===== src/rtl/mem_access_unit.sv =====
// -----------------------------------------------------------------------------
// mem_access_unit
// Converts byte/halfword/word CPU loads and stores into accesses to a 32-bit
// word RAM with a one-cycle read latency. Sub-word stores are done as
// read-modify-write; loads are lane-extracted and sign/zero-extended.
// Misaligned or illegal-size requests complete with resp_err and never touch
// the RAM.
//
// Ports
//   clk, rstn         clock (rising edge), asynchronous active-low reset
//   req_valid/ready   request handshake; ready only while idle
//   req_we            1 = store, 0 = load
//   req_size          0 byte, 1 halfword, 2 word, 3 illegal
//   req_unsigned      zero-extend sub-word loads
//   req_addr/wdata    byte address, right-aligned store data
//   resp_valid        one-cycle completion pulse
//   resp_rdata/err    load data / error flag, held until the next completion
//   ram_wren          word-RAM write enable (one cycle per store)
//   ram_address       word-aligned byte address, 0 when not accessing
//   ram_write_data    word-RAM write data
//   ram_data          word-RAM read data, valid the cycle after the address
// -----------------------------------------------------------------------------
`ifndef RAM_ADDRESS_BITWIDTH
`define RAM_ADDRESS_BITWIDTH 16
`endif

module mem_access_unit #(
    parameter int ADDR_W = `RAM_ADDRESS_BITWIDTH
) (
    input  logic              clk,
    input  logic              rstn,
    input  logic              req_valid,
    output logic              req_ready,
    input  logic              req_we,
    input  logic [1:0]        req_size,
    input  logic              req_unsigned,
    input  logic [ADDR_W-1:0] req_addr,
    input  logic [31:0]       req_wdata,
    output logic              resp_valid,
    output logic [31:0]       resp_rdata,
    output logic              resp_err,
    output logic              ram_wren,
    output logic [ADDR_W-1:0] ram_address,
    output logic [31:0]       ram_write_data,
    input  logic [31:0]       ram_data
);

    typedef enum logic [2:0] {
        IDLE    = 3'd0,
        RD_ADDR = 3'd1,
        RD_DATA = 3'd2,
        WR      = 3'd3,
        RESP    = 3'd4
    } state_t;

    // -------------------------------------------------------------------------
    // Helpers
    // -------------------------------------------------------------------------

    // Misalignment / illegal-size detection.
    function automatic logic req_error(input logic [1:0] size, input logic [1:0] lane);
        logic err;
        case (size)
            2'd0:    err = 1'b0;
            2'd1:    err = lane[0];
            2'd2:    err = (lane != 2'b00);
            default: err = 1'b1;
        endcase
        return err;
    endfunction

    // Pick the addressed little-endian lane out of a RAM word and extend it.
    function automatic logic [31:0] load_extract(input logic [31:0] word,
                                                 input logic [1:0]  size,
                                                 input logic [1:0]  lane,
                                                 input logic        uns);
        logic [7:0]  b;
        logic [15:0] h;
        logic [31:0] r;
        case (lane)
            2'd0:    b = word[7:0];
            2'd1:    b = word[15:8];
            2'd2:    b = word[23:16];
            default: b = word[31:24];
        endcase
        h = lane[1] ? word[31:16] : word[15:0];
        case (size)
            2'd0:    r = uns ? {24'h000000, b} : {{24{b[7]}}, b};
            2'd1:    r = uns ? {16'h0000, h}   : {{16{h[15]}}, h};
            2'd2:    r = word;
            default: r = 32'h0000_0000;
        endcase
        return r;
    endfunction

    // Replace only the addressed lane of the old RAM word with store data.
    function automatic logic [31:0] merge_store(input logic [31:0] old,
                                                input logic [31:0] wdata,
                                                input logic [1:0]  size,
                                                input logic [1:0]  lane);
        logic [31:0] r;
        r = old;
        case (size)
            2'd0: begin
                case (lane)
                    2'd0:    r[7:0]   = wdata[7:0];
                    2'd1:    r[15:8]  = wdata[7:0];
                    2'd2:    r[23:16] = wdata[7:0];
                    default: r[31:24] = wdata[7:0];
                endcase
            end
            2'd1: begin
                if (lane[1]) begin
                    r[31:16] = wdata[15:0];
                end else begin
                    r[15:0] = wdata[15:0];
                end
            end
            default: r = wdata;
        endcase
        return r;
    endfunction

    // -------------------------------------------------------------------------
    // State
    // -------------------------------------------------------------------------
    state_t            state_q, state_d;
    logic              we_q, we_d;
    logic [1:0]        size_q, size_d;
    logic              uns_q, uns_d;
    logic [ADDR_W-1:0] addr_q, addr_d;
    logic [31:0]       wdata_q, wdata_d;

    logic              req_ready_q, req_ready_d;
    logic              resp_valid_q, resp_valid_d;
    logic [31:0]       resp_rdata_q, resp_rdata_d;
    logic              resp_err_q, resp_err_d;
    logic              ram_wren_q, ram_wren_d;
    logic [ADDR_W-1:0] ram_address_q, ram_address_d;
    logic [31:0]       ram_write_data_q, ram_write_data_d;

    // Next-state logic and request capture.
    always_comb begin
        state_d = state_q;
        we_d    = we_q;
        size_d  = size_q;
        uns_d   = uns_q;
        addr_d  = addr_q;
        wdata_d = wdata_q;
        case (state_q)
            IDLE: begin
                if (req_valid) begin
                    we_d    = req_we;
                    size_d  = req_size;
                    uns_d   = req_unsigned;
                    addr_d  = req_addr;
                    wdata_d = req_wdata;
                    if (req_error(req_size, req_addr[1:0])) begin
                        state_d = RESP;
                    end else if (req_we && (req_size == 2'd2)) begin
                        state_d = WR;
                    end else begin
                        state_d = RD_ADDR;
                    end
                end else begin
                    state_d = IDLE;
                end
            end
            RD_ADDR: state_d = RD_DATA;
            RD_DATA: state_d = we_q ? WR : RESP;
            WR:      state_d = RESP;
            RESP:    state_d = IDLE;
            default: state_d = IDLE;
        endcase
    end

    // Registered output values derived from the state being entered.
    always_comb begin
        req_ready_d      = (state_d == IDLE);
        resp_valid_d     = (state_d == RESP);
        ram_wren_d       = (state_d == WR);
        ram_address_d    = {ADDR_W{1'b0}};
        ram_write_data_d = 32'h0000_0000;
        resp_rdata_d     = resp_rdata_q;
        resp_err_d       = resp_err_q;

        if ((state_d == RD_ADDR) || (state_d == RD_DATA) || (state_d == WR)) begin
            ram_address_d = {addr_d[ADDR_W-1:2], 2'b00};
        end else begin
            ram_address_d = {ADDR_W{1'b0}};
        end

        // Entering WR from RD_DATA means a sub-word store: merge into the
        // word just read. Entering from IDLE means a full-word store.
        if (state_d == WR) begin
            if (state_q == RD_DATA) begin
                ram_write_data_d = merge_store(ram_data, wdata_q, size_q, addr_q[1:0]);
            end else begin
                ram_write_data_d = wdata_d;
            end
        end else begin
            ram_write_data_d = 32'h0000_0000;
        end

        // Response fields are only updated on entry into RESP and then held.
        if (state_d == RESP) begin
            case (state_q)
                IDLE: begin
                    resp_rdata_d = 32'h0000_0000;
                    resp_err_d   = 1'b1;
                end
                RD_DATA: begin
                    resp_rdata_d = load_extract(ram_data, size_q, addr_q[1:0], uns_q);
                    resp_err_d   = 1'b0;
                end
                default: begin
                    resp_rdata_d = 32'h0000_0000;
                    resp_err_d   = 1'b0;
                end
            endcase
        end else begin
            resp_rdata_d = resp_rdata_q;
            resp_err_d   = resp_err_q;
        end
    end

    // State, captured request and output registers.
    always_ff @(posedge clk or negedge rstn) begin
        if (!rstn) begin
            state_q          <= IDLE;
            we_q             <= 1'b0;
            size_q           <= 2'd0;
            uns_q            <= 1'b0;
            addr_q           <= {ADDR_W{1'b0}};
            wdata_q          <= 32'h0000_0000;
            req_ready_q      <= 1'b1;
            resp_valid_q     <= 1'b0;
            resp_rdata_q     <= 32'h0000_0000;
            resp_err_q       <= 1'b0;
            ram_wren_q       <= 1'b0;
            ram_address_q    <= {ADDR_W{1'b0}};
            ram_write_data_q <= 32'h0000_0000;
        end else begin
            state_q          <= state_d;
            we_q             <= we_d;
            size_q           <= size_d;
            uns_q            <= uns_d;
            addr_q           <= addr_d;
            wdata_q          <= wdata_d;
            req_ready_q      <= req_ready_d;
            resp_valid_q     <= resp_valid_d;
            resp_rdata_q     <= resp_rdata_d;
            resp_err_q       <= resp_err_d;
            ram_wren_q       <= ram_wren_d;
            ram_address_q    <= ram_address_d;
            ram_write_data_q <= ram_write_data_d;
        end
    end

    assign req_ready      = req_ready_q;
    assign resp_valid     = resp_valid_q;
    assign resp_rdata     = resp_rdata_q;
    assign resp_err       = resp_err_q;
    assign ram_wren       = ram_wren_q;
    assign ram_address    = ram_address_q;
    assign ram_write_data = ram_write_data_q;

endmodule


===== config.mk =====
export PLATFORM = sky130hd
export DESIGN_NAME = mem_access_unit
export DESIGN_NICKNAME = d
export VERILOG_FILES = /design/src/rtl/mem_access_unit.sv
export SDC_FILE = /design/constraint.sdc
export NUM_CORES = 1
export LEC_CHECK = 0
export ABC_CLOCK_PERIOD_IN_PS = 2400
export CAP_MARGIN = 20
export CORE_UTILIZATION = 51
export CTS_BUF_LIST = sky130_fd_sc_hd__clkbuf_8
export DETAILED_ROUTE_END_ITERATION = 8
export PLACE_DENSITY = 0.85
export SYNTH_ARGS = -nofsm -noshare
export SYNTH_HDL_FRONTEND = slang
export SYNTH_SLANG_ARGS = --single-unit

===== constraint.sdc =====
create_clock -name clk -period 2.4 [get_ports clk]
set_clock_uncertainty 0.05 [all_clocks]
set_input_delay 0.24 -clock clk [delete_from_list [all_inputs] [get_ports clk]]
set_output_delay 0.24 -clock clk [all_outputs]
set_load 0.01 [all_outputs]

==> results.toml <==
[status]
outcome = "finished clean"

[job]
max-cap-violations = 0

[critical_path]
end_kind = "flip-flop"
timing.critical_path.to = "ram_write_data[0]$_DFF_PN0_"
cp_data_arrival_time_ns = 2.52
regToRegStartpoint = "state_q[2]$_DFF_PN0_"
r2r_end = "ram_write_data[0]$_DFF_PN0_"
cp.required_ns = 2.68
start_kind = "flip-flop"
startpoint = "state_q[2]$_DFF_PN0_"
criticalPathCategory = "flip-flop to flip-flop"
cp_max_fo = 33
r2r_setup_slack_ns = 0.16
reg2regPathDepth = 5

[floorplan]
die_h_um = 117
die_w_um = 117
core_um2 = 12800
row_count = 41
dieArea_um2 = 13700
ios = 171
initial_utilization = 0.530

[pwr]
design_power_total_uw = 11100
p_leak_uw = 0.00387
p_per_area_nw_per_um2 = 1230
vdd_drop_max_uv = 589

[drt]
totalWireLength_mm = 19.4
drtAntennaViolNets = 0
wl_per_cell_um = 20.5
first_pass_iters = 9
drt_iter0_markers = 647
vias_per_cell = 5.93
drc_errors = 0
vias = 5608

[logic_synthesis]
syn-cell-area_um2 = 6770
ys_types = 46
synthCells = 596
ys.flop_type = "dfrtp_1"
async_flop_share = 1.00
yosysWarnings = 0
yosysSeqAreaShare = 0.507
syn_avg_cell_area_um2 = 11.4
synth_edf_count = 0
ys_seq_elements = 137

[clock_network]
clk_latency_ns = 0.44
cts_sinks = 137
cts_buffers = 17
post_cts.repair.setup_buffers = 0
clkTransAtPathRegs_ns = 0.08
cts_tree = "done"
ctsResizeCount = 0
h-tree-depth = 4
root_buffer = "clkbuf_8"
clockBufferDepth = 2

[final_layout]
drive_above_1_share = 0.203
area_growth_pct = 34.4
layout_commonest_cell = "clkdlybuf4s50_1"
fin_cells = 946
final_cell_mix = "clkdlybuf4s50_1, dfrtp_1, mux2_2"
antennaDiodeCount = 0
nets = 848

[grt]
grt_antenna_before_repair = 0
grt_max_degree = 138
grtUsageTotal = 0.297
grt_pass1_vias = 5584
grt_pass1_wl_mm = 30.0
grt-ovfl-total = 0

[timing]
period_minus_slack_ns = 2.24
max_freq_mhz = 446
slew_viol_final = 0
finalSetupTns_ns = 0
worst_pin_slew_ns = 0.729
hold_violations = 0
relSlewSlack = 0.509
rsz0062_at_grt = "false"
fin_crit_sh = 0.935
setup_violations = 0

[placement]
dp_hpwl_mm = 13.6
dp.cells = 913
port_buffers = 168
place.gp.congestion = 0.899

[min_path]
worstHoldPathType = "input port to flip-flop"
==> critical path, cell delays in order, from the launching register on <==
cell and delay (ns):
dfrtp_1 0.49, nor4b_4 0.49, a21bo_1 0.29, o31a_1 0.33, buf_12 0.20, a211oi_1 0.27
==> state kept, by name, indices dropped and copies added (netlist names) <==
| register | count |
|---|---|
| resp_rdata | 32 |
| ram_wren | 1 |
| req_ready | 1 |
| size_q | 2 |
| addr_q | 16 |
| state_q | 3 |
| wdata_q | 32 |
| uns_q | 1 |
| resp_valid | 1 |
| ram_write_data | 32 |
| resp_err | 1 |
| we_q | 1 |
| ram_address | 14 |
==> cell families after synthesis <==
group                  synth area share
DFF                               0.507
and+or+nand+nor                  0.0764
muxes                             0.162
AOI/OAI and AO/OA                 0.205
other                          0.000554
buffers and inverters            0.0492
==> per-layer routing <==
metal / up-vias / wire (um) / track usage
met5: - / 0 / 0
met4: 0 / 806 / 0.139
met2: 290 / 9210 / 0.470
li1: 2516 / - / -
met1: 2734 / 8050 / 0.395
met3: 68 / 1340 / 0.0582
==> cell type report <==
type,count,area (um^2)
Multi-Input combinational cell,396,3010
Clock inverter,11,151
Fill cell,879,3680
Tap cell,172,215
Timing Repair Buffer,195,1950
Inverter,14,52.6
Sequential cell,137,3430
Clock buffer,21,289
==> worst min path at each step <==
stage,start,endpoint,depth (start not counted)
after global placement,rstn,addr_q[2]$_DFF_PN0_,2
after global routing,req_addr[15],addr_q[15]$_DFF_PN0_,2
after floorplan,rstn,addr_q[0]$_DFFE_PN0P_,0
after CTS,req_addr[9],addr_q[9]$_DFF_PN0_,2
after detailed placement,rstn,addr_q[3]$_DFF_PN0_,2
final,req_addr[9],addr_q[9]$_DFF_PN0_,2
==> Yosys cell counts, drive strengths merged, types with 13 or more instances <==
| master | number | area share |
|---|---|---|
| a211oi | 34 | 0.052 |
| a21boi | 39 | 0.043 |
| a21oi | 22 | 0.017 |
| a222oi | 15 | 0.022 |
| buf | 32 | 0.031 |
| clkbuf | 18 | 0.010 |
| dfrtp | 136 | 0.50 |
| inv | 13 | 0.0072 |
| mux2 | 72 | 0.12 |
| mux2i | 26 | 0.038 |
| nand2 | 48 | 0.027 |
| nor2 | 34 | 0.019 |
| o21ai | 36 | 0.027 |
==> stage by stage <==
step                      setup slack, ns  instance area, um^2  hold slack, ns  utilization
after global routing               0.0913                 9100           0.368        0.712
after floorplan                     0.555                 6770          -0.106            -
final                               0.156                 9100           0.365        0.712
after global placement            -0.0469                 8640           0.351        0.676
after CTS                           0.195                 9100           0.346        0.712
after detailed placement           0.0514                 8650           0.372        0.677
==> power by group <==
part           internal (uW)  total (uW)  switching (uW)
Clock                   1230        2070             847
Combinational           2560        5350            2800
Sequential              3110        3720             609
Total                   6900       11100            4250
==> timing repair <==
action | in CTS | in global routing
setup endpoints to repair | 0 | 0
endpoints found under the hold margin | 136 | 0
hold buffers | 1 | 0
No activity file was read; power rests on OpenSTA's default activity.
